$ cat config.mk
export PLATFORM = sky130hd
export DESIGN_NAME = sifive_scope_dcache_req_capture
export DESIGN_NICKNAME = d
export VERILOG_FILES = /design/src/rtl/sifive_scope_pkg.sv /design/src/rtl/sifive_scope_rec_fifo.sv /design/src/rtl/sifive_scope_dcache_req_capture.sv
export SDC_FILE = /design/constraint.sdc
export NUM_CORES = 1
export LEC_CHECK = 0
export ABC_AREA = 0
export CORE_UTILIZATION = 50
export CTS_CLUSTER_SIZE = 10
export DETAILED_ROUTE_END_ITERATION = 12
export GPL_ROUTABILITY_DRIVEN = 0
export HOLD_SLACK_MARGIN = 0.1
export MAX_ROUTING_LAYER = met4
export PLACE_DENSITY_LB_ADDON = 0.25
export SETUP_SLACK_MARGIN = 0.2
export SYNTH_ARGS = -nofsm -noshare
export SYNTH_HDL_FRONTEND = slang
export SYNTH_SLANG_ARGS = --single-unit
$ cat constraint.sdc
create_clock -name clock -period 11.6 [get_ports clock]
set_input_delay 2.32 -clock clock [delete_from_list [all_inputs] [get_ports clock]]
set_output_delay 2.32 -clock clock [all_outputs]
set_load 0.03 [all_outputs]
$ cat src/rtl/sifive_scope_pkg.sv
// Shared types for the hart 0 dcache-request scope: command enum, trace record, header layout.
package sifive_scope_pkg;

    typedef enum logic [4:0] {
        M_XRD       = 5'd0,
        M_XWR       = 5'd1,
        M_PFR       = 5'd2,
        M_PFW       = 5'd3,
        M_XA_SWAP   = 5'd4,
        M_FLUSH_ALL = 5'd5,
        M_XLR       = 5'd6,
        M_XSC       = 5'd7,
        M_XA_ADD    = 5'd8,
        M_XA_XOR    = 5'd9,
        M_XA_OR     = 5'd10,
        M_XA_AND    = 5'd11,
        M_XA_MIN    = 5'd12,
        M_XA_MAX    = 5'd13,
        M_XA_MINU   = 5'd14,
        M_XA_MAXU   = 5'd15,
        M_FLUSH     = 5'd16,
        M_PWR       = 5'd17,
        M_PRODUCE   = 5'd18,
        M_CLEAN     = 5'd19,
        M_SFENCE    = 5'd20
    } dcache_cmd_e;

    typedef enum logic [1:0] {
        ST_HDR  = 2'd0,
        ST_ADDR = 2'd1,
        ST_DATA = 2'd2
    } ser_state_e;

    typedef struct packed {
        dcache_cmd_e cmd;
        logic [6:0]  id;
        logic [3:0]  wmask;
        logic        signd;
        logic [1:0]  size;
        logic        has_data;
        logic        ovf;
        logic [10:0] ts;
        logic [31:0] addr;
        logic [31:0] wdata;
    } dcache_trace_rec_t;

    localparam int HDR_CMD_LSB      = 27;
    localparam int HDR_ID_LSB       = 20;
    localparam int HDR_WMASK_LSB    = 16;
    localparam int HDR_SIGNED_BIT   = 15;
    localparam int HDR_SIZE_LSB     = 13;
    localparam int HDR_HAS_DATA_BIT = 12;
    localparam int HDR_OVF_BIT      = 11;
    localparam int HDR_TS_LSB       = 0;

    function automatic logic [31:0] rec_header(input dcache_trace_rec_t rec);
        logic [31:0] hdr;
        hdr = '0;
        hdr[HDR_CMD_LSB +: 5]     = rec.cmd;
        hdr[HDR_ID_LSB +: 7]      = rec.id;
        hdr[HDR_WMASK_LSB +: 4]   = rec.wmask;
        hdr[HDR_SIGNED_BIT]       = rec.signd;
        hdr[HDR_SIZE_LSB +: 2]    = rec.size;
        hdr[HDR_HAS_DATA_BIT]     = rec.has_data;
        hdr[HDR_OVF_BIT]          = rec.ovf;
        hdr[HDR_TS_LSB +: 11]     = rec.ts;
        return hdr;
    endfunction

endpackage

$ cat src/rtl/sifive_scope_rec_fifo.sv
// DEPTH-entry trace record FIFO; the head record is read combinationally so the
// serializer can present it the cycle after it was written.
module sifive_scope_rec_fifo
    import sifive_scope_pkg::*;
#(
    parameter int DEPTH = 8
) (
    input  logic                      clock,
    input  logic                      reset_n,
    input  logic                      push,
    input  dcache_trace_rec_t         push_rec,
    input  logic                      pop,
    output dcache_trace_rec_t         head,
    output logic [$clog2(DEPTH):0]    count,
    output logic                      full,
    output logic                      empty
);
    localparam int AW = $clog2(DEPTH);

    dcache_trace_rec_t mem [DEPTH];
    logic [AW-1:0] wr_ptr_reg;
    logic [AW-1:0] rd_ptr_reg;
    logic [AW:0]   count_reg;
    logic          do_push;
    logic          do_pop;

    assign do_push = push && !full;
    assign do_pop  = pop && !empty;

    always_ff @(posedge clock) begin
        if (do_push) begin
            mem[wr_ptr_reg] <= push_rec;
        end
    end

    // Pointers wrap naturally because DEPTH is a power of two.
    always_ff @(posedge clock or negedge reset_n) begin
        if (!reset_n) begin
            wr_ptr_reg <= '0;
            rd_ptr_reg <= '0;
            count_reg  <= '0;
        end else begin
            if (do_push) wr_ptr_reg <= wr_ptr_reg + 1'b1;
            if (do_pop)  rd_ptr_reg <= rd_ptr_reg + 1'b1;
            if (do_push && !do_pop)      count_reg <= count_reg + 1'b1;
            else if (do_pop && !do_push) count_reg <= count_reg - 1'b1;
        end
    end

    assign head  = mem[rd_ptr_reg];
    assign count = count_reg;
    assign full  = (count_reg == (AW+1)'(DEPTH));
    assign empty = (count_reg == '0);

endmodule

$ cat src/rtl/sifive_scope_dcache_req_capture.sv
// Hart 0 DCacheReq trace capture: filter, buffer whole records, serialize to 32-bit words.
// Define SIFIVE_SCOPE_DCACHE_REQ_TIMESTAMP_EN to stamp headers with an 11-bit cycle counter.
module sifive_scope_dcache_req_capture
    import sifive_scope_pkg::*;
#(
    parameter int DEPTH = 8
) (
    input  logic        clock,
    input  logic        reset_n,
    input  logic        enable,
    input  logic [31:0] cmd_filter,
    input  logic        req_valid,
    input  logic [31:0] req_addr,
    input  logic [3:0]  req_wmask,
    input  logic [31:0] req_wdata,
    input  logic [6:0]  req_id,
    input  logic [4:0]  req_cmd,
    input  logic        req_signed,
    input  logic [1:0]  req_size,
    output logic        out_valid,
    input  logic        out_ready,
    output logic [31:0] out_data,
    output logic [15:0] drop_count,
    input  logic        drop_clear
);
    localparam int AW = $clog2(DEPTH);

    dcache_trace_rec_t new_rec;
    dcache_trace_rec_t head_rec;
    logic [AW:0]       fifo_count;
    logic              fifo_full;
    logic              fifo_empty;
    logic              evt;
    logic              push;
    logic              drop;
    logic              pop;
    logic              rec_last;
    logic              pend_ovf_reg;
    logic [15:0]       drop_count_reg;
    logic [10:0]       ts_now;
    ser_state_e        state_reg;
    ser_state_e        state_next;

`ifdef SIFIVE_SCOPE_DCACHE_REQ_TIMESTAMP_EN
    logic [10:0] ts_reg;
    always_ff @(posedge clock or negedge reset_n) begin
        if (!reset_n) ts_reg <= '0;
        else          ts_reg <= ts_reg + 11'd1;
    end
    assign ts_now = ts_reg;
`else
    assign ts_now = '0;
`endif

    // Space is judged on the registered count only; a same-cycle pop never makes room.
    assign evt  = req_valid && enable && cmd_filter[req_cmd];
    assign push = evt && (fifo_count < (AW+1)'(DEPTH));
    assign drop = evt && fifo_full;

    always_comb begin
        new_rec          = '0;
        new_rec.cmd      = dcache_cmd_e'(req_cmd);
        new_rec.id       = req_id;
        new_rec.wmask    = req_wmask;
        new_rec.signd    = req_signed;
        new_rec.size     = req_size;
        new_rec.has_data = (req_wmask != 4'd0);
        new_rec.ovf      = pend_ovf_reg;
        new_rec.ts       = ts_now;
        new_rec.addr     = req_addr;
        new_rec.wdata    = req_wdata;
    end

    sifive_scope_rec_fifo #(.DEPTH(DEPTH)) u_fifo (
        .clock    (clock),
        .reset_n  (reset_n),
        .push     (push),
        .push_rec (new_rec),
        .pop      (pop),
        .head     (head_rec),
        .count    (fifo_count),
        .full     (fifo_full),
        .empty    (fifo_empty)
    );

    // drop_clear takes priority over a coincident drop.
    always_ff @(posedge clock or negedge reset_n) begin
        if (!reset_n) begin
            drop_count_reg <= '0;
            pend_ovf_reg   <= 1'b0;
        end else if (drop_clear) begin
            drop_count_reg <= '0;
            pend_ovf_reg   <= 1'b0;
        end else if (drop) begin
            if (drop_count_reg != 16'hFFFF) drop_count_reg <= drop_count_reg + 16'd1;
            pend_ovf_reg <= 1'b1;
        end else if (push) begin
            pend_ovf_reg <= 1'b0;
        end
    end
    assign drop_count = drop_count_reg;

    always_ff @(posedge clock or negedge reset_n) begin
        if (!reset_n) state_reg <= ST_HDR;
        else          state_reg <= state_next;
    end

    always_comb begin
        state_next = state_reg;
        if (out_valid && out_ready) begin
            unique case (state_reg)
                ST_HDR:  state_next = ST_ADDR;
                ST_ADDR: state_next = head_rec.has_data ? ST_DATA : ST_HDR;
                ST_DATA: state_next = ST_HDR;
                default: state_next = ST_HDR;
            endcase
        end
    end

    always_comb begin
        out_valid = !fifo_empty;
        out_data  = '0;
        rec_last  = 1'b0;
        if (!fifo_empty) begin
            unique case (state_reg)
                ST_HDR:  out_data = rec_header(head_rec);
                ST_ADDR: begin
                    out_data = head_rec.addr;
                    rec_last = !head_rec.has_data;
                end
                ST_DATA: begin
                    out_data = head_rec.wdata;
                    rec_last = 1'b1;
                end
                default: out_data = '0;
            endcase
        end
    end

    assign pop = out_valid && out_ready && rec_last;

endmodule
==> results of run 1 <==
[per-layer routing]
layer / up-vias / share of wire / global-route usage
met5: - / 0 / -
met4: 0 / 0.017 / 0.0660
met3: 75 / 0.072 / 0.0461
met2: 488 / 0.49 / 0.338
met1: 7147 / 0.42 / 0.297
li1: 5825 / - / -
[cells by family (layout without fill, tap and decap cells)]
group,count (synthesis),after routing,share of synthesized area
xor gates and xnor gates,8,8,0.00249
DFF,709,709,0.752
other,0,11,0
muxes,292,292,0.186
buffers and inverters,86,314,0.0135
adders and majority gates,11,11,0.00516
and+or+nand+nor,130,130,0.0252
AOI/OAI and AO/OA,51,51,0.0152
[synth_stat cells, drive strengths merged, types with 2 or more instances]
master,instances
nor3,7
nand2b,4
xor2,3
clkbuf,44
and4,3
xnor2,5
buf,29
nor2b,14
nand3,5
mux2i,17
a22oi,11
a2111oi,2
inv,13
dfrtp,29
a31o,3
a222oi,22
nand2,14
nor4,7
and3,4
edfxtp,680
a21oi,6
ha,10
or4,2
nor2,50
mux2,101
o21ai,2
mux4,174
nand4,15
[power breakdown]
part	leakage (nW)	total (mW)	internal (mW)	switching [mW]
Clock	1.06	2.17	1.28	0.890
Sequential	6.50	3.11	2.93	0.179
Combinational	2.90	2.24	1.10	1.14
Total	10.5	7.51	5.30	2.21
[worst paths after layout]
kind | to | start | slack, ns | depth (start not counted)
setup reg to reg | u_fifo.count[3] | u_fifo.rd_ptr_reg[0] | 6.89 | 14
setup / recovery | out_data[18] | u_fifo.rd_ptr_reg[0] | 4.68 | 6
hold / removal | u_fifo.count[2] | u_fifo.count[2] | 0.54 | 2
max in group asynchronous | u_fifo.rd_ptr_reg[2] | reset_n | 9.16 | 2
min in group asynchronous | u_fifo.count[1] | reset_n | 2.13 | 2
hold reg to reg | u_fifo.count[2] | u_fifo.count[2] | 0.54 | 2
[worst max-delay path: stages (launching register included)]
cell and delay (ns):
dfrtp_4 1.10, buf_12 0.68, mux4_2 0.60, mux2_2 0.29, a222oi_1 0.51, nor2_1 0.10
clkdlybuf4s50_1 0.63
[layout make-up]
class                      instances  area (sq um)
fill                            3921         22400
sequential                       709         21200
multi-input combinational        492          6660
clock buffer                      99          2140
timing repair buffer             197          1910
tap                              748           936
inverter                          13          48.8
clock inverter                     5          45.0
antenna                           11          27.5
[stage by stage]
stage | std cells | setup slack, ns
2_1_floorplan | 1287 | 2.48
3_3_place_gp | 2159 | 4.30
3_5_place_dp | 2159 | 4.28
4_1_cts | 2263 | 4.49
5_1_grt | 2274 | 4.34
6_report | 2274 | 4.68
==> results.yml, run 1 <==
global_route:
  wire_length_of_the_first_global_routing_pass_um: 89000
  grt_util_all_layers: 0.219
  number_of_global_route_vias_before_repair: 14527
  antenna_found_initial: 11
  grt_remaining_overflow: 0
  grt_start_max_net_pins: 99
sta:
  relSlewSlack: 0.296
  hold_viol: 0
  post-route-period-util: 0.597
  setup_violations: 0
  rsz0062_at_grt: "no"
  timing.hold.ws_ns: 0.537
  finalMaxSlewViolations: 0
  max_slew.worst_pin.slew_ns: 1.06
  finalSetupTns_ns: 0
  maxClockFrequency_mhz: 144
  finClkSkew_ns: 0.0147
  finalWorstPathRequiredPeriod_ns: 6.92
synth:
  avgSynthCellArea_sq_um: 21.8
  synth.net_count: 1419
  syn-instance-count: 1287
  ys_seq_elements: 709
  synth_top_area_cell: "edfxtp_1"
  synth.lib_cells_used.distinct: 47
  synth.yosys.warnings: 0
  syn_area_sq_um: 28100
  top_area_cell_type_share_of_the_netlist_area: 0.727
  ys_seq_area_frac: 0.752
  async_reset_ff_frac: 0.0409
  synth_edf_count: 680
  synth-main-ff-cell: "edfxtp_1"
  ys_top_cells_by_area: "edfxtp_1 (73%), mux4_2 (14%), mux2_2 (3.6%)"
route:
  drtIter0Drc: 1306
  drt-vias-per-instance: 5.95
  post-route-drc-count: 0
  drt.antenna.violating_nets: 0
  vias: 13535
  routedWlPerCell_um: 25.9
  totalWireLength_um: 58900
  detail_route.first_pass.iterations: 5
critical_path:
  critical_path.endpoint_type: "output pin"
  crit_path_max_fanout: 98
  critPathKind: "flop to output pin"
  launching_element_type_of_the_critical_path: "flop"
  cp.required_ns: 9.28
  worstPathArrival_ns: 4.60
cts:
  cts_buffers: 81
  post_cts.repair.setup_buffers: 0
  cts_hold_buffers: 0
  clock_tree.buffer_depth: 3
  cts.root.buffer_cell: "clkbuf_16"
  clock_tree_from_tritoncts: "yes"
  h_tree_level_count: 3
  cts.clk_slew.worst_paths_ns: 0.06
  insertion_delay_ns: 0.60
  cts.sink_count: 709
  post_cts.resized_instances: 0
cells_and_area:
  area.growth.synth_to_final_pct: 17.1
  final_util: 0.595
  layout.cell_area.non_filler_sq_um: 32900
  layout-drive-gt1-share: 0.263
  fin_nets: 1626
  largest_register_ffs: 680
  highest_count_cells_in_the_layout_ignoring_fill_and_taps: "edfxtp_1 (680), mux4_2 (174), clkdlybuf4s50_1 (169)"
  layout.cells.most_common: "edfxtp_1"
power:
  p_total_mw: 7.51
  power-per-cell-area_nw_per_um2: 228
  vdd_drop_max_mv: 0.183
  p_leak_nw: 10.5
floorplan:
  die-area_sq_um: 57200
  effective_utilization_at_floorplan: 0.508
  row_count: 86
  chipHeight_um: 239
  floorplan.io_pins: 170
  design.core.area_sq_um: 55300
  die_w_um: 239
placement:
  dp_hpwl_um: 32000
  place.port_buffers: 169
  postPlaceCellArea_sq_um: 30700
outcome:
  run_status: "finished clean"
min_path:
  timing.hold.worst.class: "flop to flop"
flow_run:
  maxCapViolCount: 0
Note: power is estimated with default switching activity, not from simulation.
==> run 2, diff against run 1 <==
==> constraint.sdc (replaced) <==
create_clock -name clock -period 6.31 [get_ports clock]
set_input_delay 1.262 -clock clock [delete_from_list [all_inputs] [get_ports clock]]
set_output_delay 1.262 -clock clock [all_outputs]
set_load 0.03 [all_outputs]
==> results.yml, run 2 (synthesis gave the netlist of run 1 again) <==
cells_and_area:
  area.growth.synth_to_final_pct: 18.1
  layout-drive-gt1-share: 0.266
  layout.cell_area.non_filler_sq_um: 33200
  highest_count_cells_in_the_layout_ignoring_fill_and_taps: "edfxtp_1 (680), mux4_2 (174), clkdlybuf4s50_1 (169)"
  fin_nets: 1635
  largest_register_ffs: 680
  layout.cells.most_common: "edfxtp_1"
sta:
  rsz0062_at_grt: "no"
  finClkSkew_ns: 0.0147
  finalWorstPathRequiredPeriod_ns: 5.26
  hold_viol: 0
  maxClockFrequency_mhz: 190
  max_slew.worst_pin.slew_ns: 1.08
  final_critical_path_setup_slack_ns: 1.05
  finalSetupTns_ns: 0
  setup_violations: 0
  post-route-period-util: 0.834
  finalMaxSlewViolations: 0
  relSlewSlack: 0.278
cts:
  cts.sink_count: 709
  cts_buffers: 81
  cts_hold_buffers: 0
  post_cts.resized_instances: 0
  clock_tree.buffer_depth: 3
  cts.clk_slew.worst_paths_ns: 0.05
  h_tree_level_count: 3
  insertion_delay_ns: 0.61
  post_cts.repair.setup_buffers: 0
  clock_tree_from_tritoncts: "yes"
  cts.root.buffer_cell: "clkbuf_16"
route:
  post-route-drc-count: 0
  vias: 13532
  drt.antenna.violating_nets: 0
  drtIter0Drc: 1028
  detail_route.first_pass.iterations: 5
  totalWireLength_um: 59000
  drt-vias-per-instance: 5.93
  routedWlPerCell_um: 25.8
critical_path:
  worstPathArrival_ns: 4.00
  critical_path.endpoint_type: "output pin"
  crit_path_max_fanout: 35
  path_buf_inv: 2
  critical_path.max_stage_delay_ns: 0.92
  critPathTopFamily: "buffers and inverters"
  launching_element_type_of_the_critical_path: "flop"
  timing.critical_path.slowest_stage_cell: "dfrtp_4"
  critPathKind: "flop to output pin"
  cp.required_ns: 5.05
  timing.critical_path.cells: "buf_4 -> mux4_2 -> mux2_2 -> a222oi_1 -> nor2_1 -> clkdlybuf4s50_1"
floorplan:
  die-area_sq_um: 57200
  row_count: 86
  die_w_um: 239
  effective_utilization_at_floorplan: 0.508
  floorplan.io_pins: 170
  chipHeight_um: 239
  design.core.area_sq_um: 55300
global_route:
  grt_remaining_overflow: 0
  number_of_global_route_vias_before_repair: 14455
  wire_length_of_the_first_global_routing_pass_um: 88900
  grt_util_all_layers: 0.219
  grt_start_max_net_pins: 70
  antenna_found_initial: 7
placement:
  dp_hpwl_um: 33100
  place.port_buffers: 169
  place_ws_ns: 1.09
  postPlaceCellArea_sq_um: 31000
min_path:
  timing.hold.worst.class: "flop to flop"
power:
  vdd_drop_max_mv: 0.295
  p_leak_nw: 10.6
  power-per-cell-area_nw_per_um2: 422
outcome:
  run_status: "finished clean"
flow_run:
  maxCapViolCount: 0
-- run 2: path summary, 6_finish.rpt --
check                      cells after the start  slack [ns]                    to                 start
max reg2reg                                   14        2.35       u_fifo.count[3]  u_fifo.rd_ptr_reg[1]
max                                            6        1.05          out_data[22]  u_fifo.rd_ptr_reg[0]
min in group asynchronous                      2        1.05        drop_count[14]               reset_n
min reg2reg                                    2        0.54       u_fifo.count[2]       u_fifo.count[2]
min                                            2        0.54       u_fifo.count[2]       u_fifo.count[2]
max in group asynchronous                      2        4.93  u_fifo.rd_ptr_reg[1]               reset_n
-- run 2: layer usage --
layer  wire (um)  track usage  vias to the layer above  part of all wire
li1            -            -                     5837                 -
met1       25700        0.298                     7211              0.44
met4        1040       0.0591                        0             0.018
met3        3250       0.0439                       90             0.055
met5           0            -                        -                 0
met2       29000        0.341                      394              0.49
-- run 2: power breakdown --
group	switching [mW]	internal, mW
registers	0.316	5.38
logic	2.15	2.09
clock network	1.66	2.40
total	4.13	9.87
-- run 2: per-stage QoR --
stage	util	std cells	total power [mW]	hold slack, ns
final	0.600	2283	14.0	0.537
after CTS	0.600	2276	14.2	0.536
after global placement	0.560	2168	10.1	0.505
after floorplan	-	1287	8.57	0.479
after global routing	0.600	2283	14.6	0.559
after detailed placement	0.560	2168	10.1	0.524
-- run 2: worst min-delay path, delay by kind of cell (launching register included) --
family / cells / cell delay, ns
compound gates: 1 / 0.06
flops: 1 / 0.38
simple gates: 1 / 0.06
-- run 2: area by class of cell --
cell class	instances	area, sq um
Antenna cell	7	17.5
Clock buffer	105	2200
Clock inverter	3	21.3
Fill cell	3943	22100
Inverter	13	48.8
Multi-Input combinational cell	492	6650
Sequential cell	709	21200
Tap cell	748	936
Timing Repair Buffer	206	2160
==> run 3, diff against run 2 <==
==> constraint.sdc (replaced) <==
create_clock -name clock -period 4.69 [get_ports clock]
set_input_delay 0.938 -clock clock [delete_from_list [all_inputs] [get_ports clock]]
set_output_delay 0.938 -clock clock [all_outputs]
set_load 0.03 [all_outputs]
==> results.yml, run 3 (synthesis gave the netlist of run 1 again) <==
min_path:
  hold_path_end: "u_fifo.count[2]"
  timing.hold.worst.class: "flop to flop"
  worst_hold_path.num_cells: 2
  hold_start: "u_fifo.count[2]"
sta:
  setup_violations: 0
  final_critical_path_setup_slack_ns: 0.319
  rsz0062_at_grt: "no"
  max_slew.worst_pin.slew_ns: 1.15
  relSlewSlack: 0.231
  finalMaxSlewViolations: 0
  maxClockFrequency_mhz: 229
  hold_viol: 0
  post-route-period-util: 0.932
  finalWorstPathRequiredPeriod_ns: 4.37
  finClkSkew_ns: 0.0134
global_route:
  gr-usage-met1: 0.306
  wire_length_of_the_first_global_routing_pass_um: 89800
  globalRoute.busiestLayer: "met2"
  grt_start_max_net_pins: 74
  globalRouteMet2Util: 0.342
  gr-usage-met3: 0.0365
  grt_remaining_overflow: 0
  number_of_global_route_vias_before_repair: 14396
  antenna_found_initial: 5
  grt_util_all_layers: 0.221
cells_and_area:
  fin_nets: 1658
  largest_register_ffs: 680
  highest_count_cells_in_the_layout_ignoring_fill_and_taps: "edfxtp_1 (680), mux4_2 (174), clkdlybuf4s50_1 (147)"
  area.growth.synth_to_final_pct: 19.2
  layout.cells.most_common: "edfxtp_1"
  layout.cell_area.non_filler_sq_um: 33500
  layout-drive-gt1-share: 0.279
power:
  p_leak_nw: 10.8
  p_sw_mw: 5.62
  p_comb_frac: 0.312
  switching_share: 0.297
  power-per-cell-area_nw_per_um2: 566
  clkPwrFrac: 0.295
  seq_power_share: 0.394
  internal-power_mw: 13.3
  vdd_drop_max_mv: 0.398
critical_path:
  timing.critical_path.cells: "buf_12 -> buf_12 -> mux4_2 -> mux2_2 -> a222oi_1 -> nor2_1 -> dlygate4sd2_1"
  critical_path.most_common_cell: "buf_12"
  worst_r2r_startpoint: "u_fifo.rd_ptr_reg[0]"
  worst_r2r_endpoint: "u_fifo.count[3]"
  path_buf_inv: 3
  critPathTopFamily: "buffers and inverters"
  worst-r2r-setup-slack_ns: 1.04
  cp.required_ns: 3.75
  worstPathArrival_ns: 3.43
  launching_element_type_of_the_critical_path: "flop"
  crit_path_max_fanout: 21
  critical_path.max_stage_delay_ns: 0.53
  critPathKind: "flop to output pin"
  timing.reg2reg.worst_path_depth: 14
  critical_path.endpoint_type: "output pin"
  timing.critical_path.slowest_stage_cell: "dfrtp_4"
cts:
  cts_buffers: 82
  cts.root.buffer_cell: "clkbuf_16"
  clock_tree_from_tritoncts: "yes"
  cts.clk_slew.worst_paths_ns: 0.05
  insertion_delay_ns: 0.61
  clock_tree.buffer_depth: 3
  cts.sink_count: 709
  h_tree_level_count: 3
  cts_hold_buffers: 0
route:
  post-route-drc-count: 0
  drtIter0Drc: 1225
  drt-vias-per-instance: 5.90
  drt.antenna.violating_nets: 0
  detail_route.first_pass.iterations: 7
  totalWireLength_um: 59200
  vias: 13599
  routedWlPerCell_um: 25.7
placement:
  dp_hpwl_um: 34900
  postPlaceCellArea_sq_um: 31200
  place.port_buffers: 169
  place_ws_ns: 0.181
outcome:
  run_status: "finished clean"
floorplan:
  floorplan.io_pins: 170
  die_w_um: 239
  design.core.area_sq_um: 55300
  row_count: 86
  die-area_sq_um: 57200
  effective_utilization_at_floorplan: 0.508
  chipHeight_um: 239
flow_run:
  maxCapViolCount: 0
==> run 3: final cells by class <==
class                           instances  area, sq um
Multi-Input combinational cell        492         6650
Inverter                               13         48.8
Tap cell                              748          936
Timing Repair Buffer                  228         2410
Fill cell                            3942        21800
Sequential cell                       709        21200
Antenna cell                            5         12.5
Clock inverter                          8          105
Clock buffer                          103         2180
==> run 3: worst reg2reg max path, cell delays in order, from the launching register on <==
cell	delay, ns
dfrtp_4	0.53
buf_12	0.25
mux4_2	0.55
mux2_2	0.36
o21ba_2	0.23
nor2_1	0.25
inv_1	0.10
ha_1	0.24
inv_1	0.11
ha_1	0.24
a21o_1	0.17
a21oi_1	0.16
xnor2_1	0.13
nor2_1	0.06
xor2_1	0.14
==> run 3: power by group through the flow <==
stage          combinational [mW]  sequential [mW]  clock [mW]
6_report                     5.91             7.47        5.59
5_1_grt                      6.31             7.49        5.94
4_1_cts                      6.02             7.47        5.71
3_5_place_dp                 6.09             7.60           0
3_3_place_gp                 6.06             7.59           0
2_1_floorplan                4.10             7.45           0
==> run 3: how the worst max path moves through the flow <==
stage | to | startpoint | slack [ns] | cells past startpoint
final | out_data[18] | u_fifo.rd_ptr_reg[0] | 0.32 | 7
after global routing | out_data[18] | u_fifo.rd_ptr_reg[0] | 0.20 | 7
after detailed placement | u_fifo.count[3] | req_cmd[1] | 0.18 | 16
after floorplan | u_fifo.mem[0][0] | req_cmd[1] | -1.07 | 9
after global placement | u_fifo.count[3] | req_cmd[1] | 0.17 | 16
after CTS | out_data[18] | u_fifo.rd_ptr_reg[0] | 0.25 | 7
==> run 3: per-stage QoR <==
step	hold slack [ns]	power [mW]	TNS, ns	util	std cells
after global routing	0.584	19.8	0	0.606	2305
after detailed placement	0.537	13.7	0	0.564	2186
after global placement	0.512	13.6	0	0.564	2186
after floorplan	0.479	11.6	-540.82	-	1287
final	0.547	19.0	0	0.606	2306
after CTS	0.549	19.2	0	0.605	2301
==> run 3: repair_timing <==
| item | in CTS | in global routing |
|---|---|---|
| setup endpoints to repair | 24 | 2 |
| buffers inserted | 4 | 0 |
| gates resized for setup | 22 | 3 |
| pin swaps | 2 | 0 |
==> run 3: layer usage <==
metal	share of wire	up-vias
met5	0	-
met4	0.017	0
met3	0.056	76
met2	0.49	415
met1	0.44	7223
li1	-	5885
